### config.mk
export PLATFORM = sky130hd
export DESIGN_NAME = peridot_board_uidreader
export DESIGN_NICKNAME = d
export VERILOG_FILES = /design/src/rtl/peridot_board_uidreader.sv
export SDC_FILE = /design/constraint.sdc
export NUM_CORES = 1
export LEC_CHECK = 0
export ABC_AREA = 1
export CAP_MARGIN = 25
export CORE_UTILIZATION = 50
export CTS_CLUSTER_DIAMETER = 60
export CTS_CLUSTER_SIZE = 14
export DETAILED_ROUTE_END_ITERATION = 8
export HOLD_SLACK_MARGIN = 0.1
export PLACE_DENSITY_LB_ADDON = 0.15
export SLEW_MARGIN = 5
export SYNTH_ARGS = -nofsm -noshare
export SYNTH_HDL_FRONTEND = slang
export SYNTH_SLANG_ARGS = --single-unit
### constraint.sdc
create_clock -name clock_sig -period 11.84 [get_ports clock_sig]
set_input_delay 3.552 -clock clock_sig [delete_from_list [all_inputs] [get_ports clock_sig]]
set_output_delay 3.552 -clock clock_sig [all_outputs]
set_load 0.02 [all_outputs]
### src/rtl/peridot_board_uidreader.sv
// ---------------------------------------------------------------------------
// peridot_board_uidreader
//
// Purpose:
//   Reads the 64-bit unique ID of the EPCQ configuration flash with the
//   "read unique ID" command (0x4B). The shared flash SPI bus is acquired
//   through a req/gnt handshake with the bus arbiter. The bus is released
//   when the read is finished. The result is presented on spiuid /
//   spiuid_valid for the board EEPROM / romdata UID path.
//
// Optional feature (compile-time macro):
//   PERIDOT_UIDREADER_SANITY_EN
//     When defined, a UID of all zeros or all ones is treated as a failed
//     read. Such a read is repeated up to RETRY_MAX times. uid_error is
//     raised when every retry also fails. When the macro is not defined,
//     every UID is accepted and uid_error is tied low.
//
// Parameters:
//   CLOCKDIV   SCK half-period in clock_sig cycles (>= 1)
//   AUTOSTART  1: run one read right after reset release, 0: wait for start
//   CS_SETUP   clock_sig cycles between ncs low and the first SCK edge, and
//              between the last SCK edge and ncs high (>= 1)
//   RETRY_MAX  re-reads allowed on a failed sanity check (macro build only)
//
// Ports:
//   clock_sig     in   system clock
//   reset_sig     in   asynchronous, active-high reset
//   start         in   1-cycle pulse requesting a (re)read; ignored while busy
//   busy          out  high from an accepted start until DONE/ERROR
//   spi_req       out  bus request to the flash-bus arbiter
//   spi_gnt       in   bus grant; the SPI pins are driven only while it is high
//   spi_ncs       out  flash chip select, active low
//   spi_dclk      out  SCK, SPI mode 0 (idles low)
//   spi_asdo      out  MOSI
//   spi_data0     in   MISO
//   spiuid        out  UID; first received byte in [7:0], MSB first per byte
//   spiuid_valid  out  spiuid holds a completed read
//   uid_error     out  sanity retries exhausted
// ---------------------------------------------------------------------------
module peridot_board_uidreader #(
    parameter int CLOCKDIV  = 2,
    parameter int AUTOSTART = 1,
    parameter int CS_SETUP  = 2,
    parameter int RETRY_MAX = 3
) (
    input  logic        clock_sig,
    input  logic        reset_sig,
    input  logic        start,
    output logic        busy,
    output logic        spi_req,
    input  logic        spi_gnt,
    output logic        spi_ncs,
    output logic        spi_dclk,
    output logic        spi_asdo,
    input  logic        spi_data0,
    output logic [63:0] spiuid,
    output logic        spiuid_valid,
    output logic        uid_error
);

    localparam logic [7:0] READ_UID_CMD = 8'h4B;
    localparam logic [6:0] CMD_BITS     = 7'd8;
    // 8 command bits + 32 dummy bits + 64 data bits, counted 0..103
    localparam logic [6:0] LAST_BIT     = 7'd103;

    localparam int DIV_W = (CLOCKDIV > 1) ? $clog2(CLOCKDIV) : 1;
    localparam int CS_W  = (CS_SETUP > 1) ? $clog2(CS_SETUP) : 1;
    localparam logic [DIV_W-1:0] DIV_LAST = DIV_W'(CLOCKDIV - 1);
    localparam logic [CS_W-1:0]  CS_LAST  = CS_W'(CS_SETUP - 1);

    if (CLOCKDIV < 1 || CS_SETUP < 1 || RETRY_MAX < 0 || AUTOSTART < 0 || AUTOSTART > 1) begin : g_bad_params
        $error("peridot_board_uidreader: need CLOCKDIV>=1, CS_SETUP>=1, RETRY_MAX>=0, AUTOSTART 0/1");
    end

    typedef enum logic [2:0] {
        S_IDLE,
        S_REQ,
        S_CSSETUP,
        S_SHIFT,
        S_CSHOLD,
        S_RELEASE,
        S_DONE,
        S_ERROR
    } state_t;

    state_t            state, state_next;
    logic [CS_W-1:0]   cs_cnt, cs_cnt_next;
    logic [DIV_W-1:0]  div_cnt, div_cnt_next;
    logic [6:0]        bit_cnt, bit_cnt_next;
    logic              sck, sck_next;
    logic [63:0]       hold, hold_next;
    logic [63:0]       spiuid_next;
    logic              valid_next;
    logic              auto_pend, auto_next;
    logic              link_state;
    logic              link_up;

`ifdef PERIDOT_UIDREADER_SANITY_EN
    localparam int RETRY_W = (RETRY_MAX > 0) ? $clog2(RETRY_MAX + 1) : 1;
    localparam logic [RETRY_W-1:0] RETRY_LIM = RETRY_W'(RETRY_MAX);

    logic [RETRY_W-1:0] retry_cnt, retry_next;
    logic               uid_error_reg, uid_error_next;
    logic               hold_bad;

    assign hold_bad  = (hold == 64'h0) || (&hold);
    assign uid_error = uid_error_reg;
`else
    assign uid_error = 1'b0;
`endif

    // The holding register collects bits MSB-first, so the first received
    // byte ends up in [63:56]; spiuid wants that byte in [7:0].
    function automatic logic [63:0] byte_order(input logic [63:0] shifted);
        logic [63:0] r;
        r = '0;
        for (int k = 0; k < 8; k++) begin
            r[8*k +: 8] = shifted[56 - 8*k +: 8];
        end
        return r;
    endfunction

    // States in which the chip select is asserted and a grant loss aborts.
    assign link_state = (state == S_CSSETUP) || (state == S_SHIFT) || (state == S_CSHOLD);
    assign link_up    = link_state && spi_gnt;

    // Pins are gated by spi_gnt directly so that they fall back to idle
    // levels in the same cycle the arbiter withdraws the grant.
    assign busy     = (state != S_IDLE);
    assign spi_req  = (state == S_REQ) || link_state;
    assign spi_ncs  = !link_up;
    assign spi_dclk = link_up && (state == S_SHIFT) && sck;
    assign spi_asdo = link_up && (state == S_SHIFT) && (bit_cnt < CMD_BITS)
                      && READ_UID_CMD[~bit_cnt[2:0]];

    always_comb begin
        state_next   = state;
        cs_cnt_next  = cs_cnt;
        div_cnt_next = div_cnt;
        bit_cnt_next = bit_cnt;
        sck_next     = sck;
        hold_next    = hold;
        spiuid_next  = spiuid;
        valid_next   = spiuid_valid;
        auto_next    = auto_pend;
`ifdef PERIDOT_UIDREADER_SANITY_EN
        retry_next     = retry_cnt;
        uid_error_next = uid_error_reg;
`endif

        if (link_state && !spi_gnt) begin
            // Grant lost mid-transaction: drop everything and queue up again
            // with the request still raised; the read restarts from the
            // command byte.
            state_next   = S_REQ;
            cs_cnt_next  = '0;
            div_cnt_next = '0;
            bit_cnt_next = '0;
            sck_next     = 1'b0;
        end else begin
            case (state)
                S_IDLE: begin
                    if (start || auto_pend) begin
                        state_next = S_REQ;
                        auto_next  = 1'b0;
                        valid_next = 1'b0;
`ifdef PERIDOT_UIDREADER_SANITY_EN
                        uid_error_next = 1'b0;
                        retry_next     = '0;
`endif
                    end
                end

                S_REQ: begin
                    if (spi_gnt) begin
                        state_next = S_CSSETUP;
                    end
                end

                S_CSSETUP: begin
                    if (cs_cnt == CS_LAST) begin
                        cs_cnt_next = '0;
                        state_next  = S_SHIFT;
                    end else begin
                        cs_cnt_next = cs_cnt + 1'b1;
                    end
                end

                S_SHIFT: begin
                    if (div_cnt != DIV_LAST) begin
                        div_cnt_next = div_cnt + 1'b1;
                    end else begin
                        div_cnt_next = '0;
                        sck_next     = !sck;
                        if (!sck) begin
                            // This cycle drives SCK high: capture MISO. All
                            // 104 bits pass through; only the last 64 remain.
                            hold_next = {hold[62:0], spi_data0};
                        end else if (bit_cnt == LAST_BIT) begin
                            state_next = S_CSHOLD;
                        end else begin
                            // Falling edge: advance so MOSI presents the next bit.
                            bit_cnt_next = bit_cnt + 1'b1;
                        end
                    end
                end

                S_CSHOLD: begin
                    if (cs_cnt == CS_LAST) begin
                        cs_cnt_next = '0;
                        state_next  = S_RELEASE;
                    end else begin
                        cs_cnt_next = cs_cnt + 1'b1;
                    end
                end

                S_RELEASE: begin
                    bit_cnt_next = '0;
                    state_next   = S_DONE;
                end

                S_DONE: begin
`ifdef PERIDOT_UIDREADER_SANITY_EN
                    if (hold_bad) begin
                        if (retry_cnt < RETRY_LIM) begin
                            retry_next = retry_cnt + 1'b1;
                            state_next = S_REQ;
                        end else begin
                            state_next = S_ERROR;
                        end
                    end else begin
                        spiuid_next = byte_order(hold);
                        valid_next  = 1'b1;
                        state_next  = S_IDLE;
                    end
`else
                    spiuid_next = byte_order(hold);
                    valid_next  = 1'b1;
                    state_next  = S_IDLE;
`endif
                end

                S_ERROR: begin
`ifdef PERIDOT_UIDREADER_SANITY_EN
                    uid_error_next = 1'b1;
                    valid_next     = 1'b0;
`endif
                    state_next = S_IDLE;
                end

                default: begin
                    state_next = S_IDLE;
                end
            endcase
        end
    end

    always_ff @(posedge clock_sig or posedge reset_sig) begin
        if (reset_sig) begin
            state <= S_IDLE;
        end else begin
            state <= state_next;
        end
    end

    always_ff @(posedge clock_sig or posedge reset_sig) begin
        if (reset_sig) begin
            cs_cnt       <= '0;
            div_cnt      <= '0;
            bit_cnt      <= '0;
            sck          <= 1'b0;
            spiuid       <= 64'h0;
            spiuid_valid <= 1'b0;
            auto_pend    <= (AUTOSTART != 0);
`ifdef PERIDOT_UIDREADER_SANITY_EN
            retry_cnt     <= '0;
            uid_error_reg <= 1'b0;
`endif
        end else begin
            cs_cnt       <= cs_cnt_next;
            div_cnt      <= div_cnt_next;
            bit_cnt      <= bit_cnt_next;
            sck          <= sck_next;
            spiuid       <= spiuid_next;
            spiuid_valid <= valid_next;
            auto_pend    <= auto_next;
`ifdef PERIDOT_UIDREADER_SANITY_EN
            retry_cnt     <= retry_next;
            uid_error_reg <= uid_error_next;
`endif
        end
    end

    // Holding register is pure data: always fully overwritten by a
    // complete transfer before it is consumed, so it needs no reset.
    always_ff @(posedge clock_sig) begin
        hold <= hold_next;
    end

endmodule
# == Word-level counts from Yosys, hierarchy flattened ==
# Memories as Yosys holds them, arrays and structs flattened.
# Index checks and enable logic that the tools add are counted.
# word_totals
regBits,143
romBits,8
input_bits,5
mem_count,1
# memory_table
memory,depth,width,rd,rd_ports_with_merged_regs,wr,line_no,text
(no name shown),8,1,1,0,0,134,&& READ_UID_CMD[~bit_cnt[2:0]];
# op_classes
addsub,3
n_lt_le_gt_ge,2
n_eq_ne,17
n_mux,26
bitwise_logic,3
reduce_logical,29
# op_table
op,count
$mux W7,4
$mux W3,8
$pmux W3 S7,1
$ne A3 B2 Y1 const B,5
$pmux W7 S2,1
$eq A3 B3 Y1 const B,4
$mux W1,11
$reduce_and A4 Y1,2
$reduce_bool A2 Y1,4
$add A7 B1 Y7 const B,1
$eq A7 B7 Y1 const B,1
$lt A7 B4 Y1 const B,1
$reduce_and A7 Y1,1
$eq A3 B2 Y1 const B,2
$logic_and A1 B1 Y1,6
$ne A3 B3 Y1 const B,2
$reduce_and A3 Y1,2
$reduce_bool A3 Y1,2
$logic_or A1 B1 Y1,4
$lt A3 B4 Y1 const B,1
$reduce_and A2 Y1,2
$reduce_or A2 Y1,2
$eq A3 B1 Y1 const B,1
$logic_not A1 Y1,3
other kinds (7),9

# == Longest topological paths before layout ==
# Gate-level depths: netlist of run 1.
# depth
ltp_word,7
mapped_depth,11
ltp_nobuf,11

# == Worst setup path after synthesis of run 1 ==
# OpenSTA, ideal clock, no wires.
# synth_timing
kind,input to output
startpoint,input spi_gnt
endpoint,output spi_asdo
arrival_time_ns,3.933
t_required_ns,8.288
slack_ns,4.355
stages,2
path_buffers,0
path_cell_list,nand2_1 > nor2_1
# synth_via
elab_chain_len,4
# synth_lines
element,line_no,text
from (decl),51,"input logic spi_gnt,"
$logic_and A1 B1 Y1,125,assign link_up = link_state && spi_gnt;
$logic_and A1 B1 Y1 (2 in a row),133,assign spi_asdo = link_up && (state == S_SHIFT) && (bit_cnt < CMD_BITS)
$logic_and A1 B1 Y1,134,
to (decl),54,"output logic spi_asdo,"
# Every way passes these cells.

# == Worst setup path after layout of run 1 ==
# Same ends and word-level chain as after synthesis.

==> results.md, run 1 <==
- Power per cell area: 284 nW/um^2
- RSZ-0062 raised after global routing: false
- Hold path endpoint: hold[5]$_DFFE_PP_
- Synth top area share: 34.9%
- Total CTS buffers: 17
- Slew HR: 39.7%
- Status: completed
- RD Place Congestion: 0.853
- Slew at the pin closest to its max-slew limit: 0.904 ns
- CP max FO: 4
- Worst vdd ir: 153 uV
- Post-route ant nets: 0
- Global route total overflow: 0
- Mapped cell area: 5590 um^2
- Clock Pin Slew Worst Setup and Hold Paths: 0.06 ns
- Die Y: 108 um
- Number of global-route vias before repair: 3,143
- Die W: 108 um
- Largest net degree at the start of global routing: 65
- Synth area leader: dfrtp_1
- # setup viols final: 0
- Starting Density: 51.3%
- Post-CTS sizing: 0
- DRC Markers: 0
- Worst Hold Class: register to register
- CP Launch Type: primary input
- Cell count after synthesis: 364
- Worst reg2reg path startpoint: state[1]$_DFFE_PP0P_
- Leakage power figure: 0.00306 uW
- Synthesized Nets: 372
- TritonCTS clock tree: done
- Max_cap viols: 0
- Final wirelength: 9610 um
- Root Buffer: clkbuf_8
- Core area: 10,900 um^2
- DR pass1 iterations: 5
- Total number of yosys warnings: 0
- Vias: 3,042
- Synth Area per Inst: 15.4 um^2
- Worst-Skew Late Latency: 0.51 ns
- Synth top area cells: dfrtp_1 (35%), edfxtp_1 (34%), mux2_4 (13%)
- First-pass GRT wire length: 15,900 um
- CP Class: primary input to output pin
- Synthesis-stage register bit count: 143
- Hold Path Origin: hold[4]$_DFFE_PP_
- Crit path arrival time: 4.90 ns
- Reg2Reg Setup Slack: 9.50 ns
- Total track usage: 18.8%
- Endpoints failing hold: 0
- Clock Sinks: 143
- CTS H-tree lvls: 4
- Synth-to-Final Area Change: 27.2%
- Post-synthesis sequential area ratio: 69.8%
- Antenna cells: 0
- Row cnt: 38
- Initial antenna violation count: 0
- Vias/cell: 5.03
- Yosys cell types: 29
- CP endpoint kind: output pin
- # port buffers: 74
- Share of layout cells above drive strength 1: 23.7%
- FMAX: 0.118 GHz
- Hold-fix buffer count after cts: 0
- # IOs: 76
- Iteration-0 DRC Markers: 140
- Final slew viol count: 0
- NumNets Final: 460
- Tcrit/Tclk final: 71.4%
- DIE AREA: 11,600 um^2
- Fin Clk Skew: 0.00591 ns
- R2r endpoint: hold[42]$_DFFE_PP_
- Setup TNS: 0 ns
- Minimum clock period: 8.46 ns
- Maximum root-to-sink buffer count: 2
- Total power: 2020 uW
- Worst Reg2Reg Path Length in Cells: 5
- CP required: 8.29 ns
- HPWL after DPL: 5740 um
- Worst hold stages: 0
- Postcts setup bufs: 0
- Avg WL per Cell: 15.9 um
## worst max-delay path by stage
| stage | from | end | slack, ns |
|---|---|---|---|
| 3_5_place_dp | spi_gnt | spi_asdo | 3.38 |
| 4_1_cts | spi_gnt | spi_asdo | 3.37 |
| 6_report | spi_gnt | spi_asdo | 3.38 |
| 2_1_floorplan | spi_gnt | spi_asdo | 4.36 |
| 5_1_grt | spi_gnt | spi_asdo | 3.31 |
| 3_3_place_gp | spi_gnt | spi_asdo | 3.39 |
## worst max-delay path: stages
cell and delay [ns]:
clkdlybuf4s50_1 0.49, nand2_1 0.12, nor2_1 0.13, clkdlybuf4s50_1 0.61
## state kept, by name, indices dropped and copies added (netlist names)
signal / flops
cs_cnt: 1
spiuid: 64
auto_pend: 1
spiuid_valid: 1
hold: 64
sck: 1
div_cnt: 1
state: 3
bit_cnt: 7
## cell families after synthesis
kind of cell / synth area share (%)
other: 0.0671
buffers and inverters: 3.38
muxes: 16.2
DFF: 69.8
AOI/OAI and AO/OA: 1.25
and+or+nand+nor: 8.66
adders and majority gates: 0.672
## layout make-up
class	count	area [um^2]
multi-input combinational	188	1520
fill	816	3780
sequential	143	3900
clock inverter	13	194
timing repair buffer	79	818
clock buffer	19	422
inverter	23	87.6
tap	140	175
## cell usage in the layout (no fill, tap or decap), types with 3 or more instances in the layout
cell              n
mux2_2           15
buf_4             3
nand4_1           4
nor2_1           21
nand2_1          52
a21oi_1           5
bufinv_16         5
clkbuf_16        16
clkinv_1          3
ha_1              3
clkdlybuf4s50_1  74
inv_1            19
o21ai_0           4
dfrtp_1          78
mux2_4           49
inv_2             3
clkinv_2          4
nand3_1          18
edfxtp_1         64
## synth_stat cells
library cell / number
a21boi_1: 1
a21oi_1: 5
buf_2: 1
buf_4: 1
buf_6: 8
conb_1: 1
dfrtp_1: 78
dfstp_2: 1
edfxtp_1: 64
ha_1: 3
inv_1: 20
inv_2: 3
mux2_2: 15
mux2_4: 49
nand2_1: 52
nand2_2: 1
nand2_4: 1
nand3_1: 18
nand3_2: 2
nand3_4: 1
nand3b_1: 1
nand4_1: 4
nor2_1: 22
nor2_2: 2
nor3_1: 2
o21ai_0: 4
o21ai_1: 1
o22ai_1: 2
or2_2: 1
## where the power goes
group          switching, uW  internal, uW
sequential              99.2           659
combinational            335           379
clock                    189           360
total                    623          1400
## metal layers
metal  share of wire (%)  vias to the layer above  global-route usage, %
met5                   0                        -                      0
met4                 1.1                        0                   8.12
met3                 6.8                        8                   7.57
met2                  46                       77                   26.8
met1                  46                     1526                   25.2
li1                    -                     1431                      -
## per-stage QoR
stage	std cells	area [um^2]	setup WS, ns	utilization, %	hold slack (ns)
after floorplan	364	5590	4.36	-	0.422
after global placement	571	6440	3.39	59.2	0.428
after detailed placement	573	6500	3.38	59.7	0.430
after CTS	605	7110	3.37	65.3	0.444
after global routing	605	7110	3.31	65.3	0.457
final	605	7110	3.38	65.3	0.441
No activity file was read; power rests on OpenSTA's default activity.
==> run 2: changes to the inputs <==
- CORE_UTILIZATION: 50 -> 49
- clock period: 11.84 -> 6.8 ns (I/O delays scaled with it)
==> run 2 against run 1 <==
Net effect: total power rose by 77%; critical path depth did not move; clock skew rose by 0.00050 ns; register-to-register slack got worse by 5.3 ns; hold slack improved by 0.0054 ns; final cell count fell by 0.50%; global-route usage fell by 0.73 points; clock-buffer cell count rose by 1; clock power rose by 84%; design area fell by 0.25%; combinational power rose by 74%; sequential power rose by 74%; largest cell class unchanged; largest power group unchanged.
==> results.md, run 2 (synthesis results as in run 1) <==
- Top flop regs: hold (64), spiuid (64), bit_cnt (7)
- Postcts setup bufs: 0
- Crit path arrival time: 3.37 ns
- Power per cell area: 504 nW/um^2
- Multi-input logic area: 1520 um^2
- Synth-to-Final Area Change: 26.9%
- Total power: 3570 uW
- Reg2Reg Setup Slack: 4.16 ns
- Root Buffer: clkbuf_16
- Antenna cells: 0
- # IOs: 76
- Global route total overflow: 0
- Largest net degree at the start of global routing: 66
- Seq. cell area: 3900 um^2
- Endpoints failing hold: 0
- Worst vdd ir: 308 uV
- First-pass GRT wire length: 15,600 um
- Worst Reg2Reg Path Length in Cells: 5
- Slew HR: 41.7%
- Post-route ant nets: 0
- Share of layout cells above drive strength 1: 24.2%
- Fin Clk Skew: 0.00642 ns
- CP max FO: 4
- Minimum clock period: 5.41 ns
- NumNets Final: 458
- Hold-fix buffer count after cts: 0
- DP Cell Count: 571
- Bufs and invs on worst path: 2
- CP dominant cell by count: clkdlybuf4s50_1
- R2r endpoint: hold[58]$_DFFE_PP_
- CP required: 4.76 ns
- Total CTS buffers: 17
- Die Y: 109 um
- Hold path endpoint: auto_pend$_DFFE_PP1P_
- Final std cells w/o fill: 602
- Tcrit/Tclk final: 79.5%
- RSZ-0062 raised after global routing: false
- Initial antenna violation count: 0
- Hold Path Origin: auto_pend$_DFFE_PP1P_
- CP delay by family, top: buffers and inverters
- Iteration-0 DRC Markers: 197
- Final slew viol count: 0
- Status: completed
- Avg WL per Cell: 15.8 um
- Number of global-route vias before repair: 3,065
- Vias/cell: 5.05
- Max incr delay on CP: 0.61 ns
- Commonest non-fill, non-tap cells in the layout: dfrtp_1 (78), clkdlybuf4s50_1 (74), edfxtp_1 (64), nand2_1 (52), mux2_4 (49)
- Worst hold stages: 2
- Maximum root-to-sink buffer count: 2
- DR pass1 iterations: 4
- Utilization after layout: 64.6%
- Clock Sinks: 143
- Worst Hold Class: register to register
- FMAX: 0.185 GHz
- HPWL after DPL: 5810 um
- Final wirelength: 9530 um
- Slew at the pin closest to its max-slew limit: 0.874 ns
- Max_cap viols: 0
- CP endpoint kind: output pin
- Die W: 109 um
- # setup viols final: 0
- Core area: 11,000 um^2
- CTS H-tree lvls: 4
- TritonCTS clock tree: done
- Leakage power figure: 0.00305 uW
- # port buffers: 74
- Crit-path cells: clkdlybuf4s50_1 -> nand2_1 -> nor2_1 -> clkdlybuf4s50_1
- Clock Pin Slew Worst Setup and Hold Paths: 0.05 ns
- Fill cells: 818
- Crit path max-delay cell type: clkdlybuf4s50_1
- Total track usage: 18.0%
- Most common cell after layout, fill and taps aside: dfrtp_1
- Starting Density: 50.9%
- CP Launch Type: primary input
- CP Class: primary input to output pin
- Post-CTS sizing: 0
- DRC Markers: 0
- Worst-Skew Late Latency: 0.41 ns
- Row cnt: 38
- DIE AREA: 11,800 um^2
- RD Place Congestion: 0.888
- Worst reg2reg path startpoint: state[1]$_DFFE_PP0P_
- Vias: 3,038
- Setup TNS: 0 ns
run 2: changes by cell type in the layout (fill, tap and decap cells not counted):
cell | before | now
clkinv_2 | 4 | 5
clkinv_4 | 2 | 1
clkbuf_16 | 16 | 17
buf_16 | 2 | 0
clkbuf_1 | 2 | 0
clkinv_1 | 3 | 0
clkinvlp_4 | 0 | 1
clkbuf_8 | 1 | 3
run 2: worst max path at each step:
stage | start | to | slack (ns) | cells past startpoint
final | spi_gnt | spi_asdo | 1.39 | 4
after global routing | spi_gnt | spi_asdo | 1.27 | 4
after CTS | spi_gnt | spi_asdo | 1.38 | 4
after detailed placement | spi_gnt | spi_asdo | 1.38 | 4
after global placement | spi_gnt | spi_asdo | 1.40 | 4
after floorplan | spi_gnt | hold[0]$_DFFE_PP_ | 1.30 | 4
run 2: layer usage:
layer / vias to the layer above / part of all wire (%) / global-route usage, %
met1: 1521 / 46 / 24.6
met5: - / 0 / 0
met3: 12 / 6.1 / 7.17
met2: 75 / 46 / 25.5
met4: 0 / 1.5 / 7.82
li1: 1430 / - / -
run 2: where the power goes:
group / leakage [uW] / switching [uW] / internal, uW
clock: 0.000322 / 339 / 676
sequential: 0.00148 / 177 / 1150
combinational: 0.00125 / 580 / 656
total: 0.00305 / 1100 / 2480
run 2: cell type report:
type / count / area share (%)
clock buffer: 20 / 6.58
clock inverter: 11 / 2.63
inverter: 23 / 1.23
multi-input combinational: 188 / 21.4
sequential: 143 / 55.0
tap: 140 / 2.47
timing repair buffer: 77 / 10.8
run 2: worst min-delay path, delay by kind of cell (launching register included):
family / cells / cell delay, ns
flops: 1 / 0.36
buf+inv: 1 / 0.04
simple gates: 1 / 0.04
run 2: through the flow:
step                instance area (um^2)  setup slack (ns)  hold WS (ns)
finish                              7090              1.39         0.446
global route                        7090              1.27         0.455
CTS                                 7090              1.38         0.448
detailed placement                  6440              1.38         0.436
global placement                    6440              1.40         0.428
floorplan                           5590              1.30         0.422
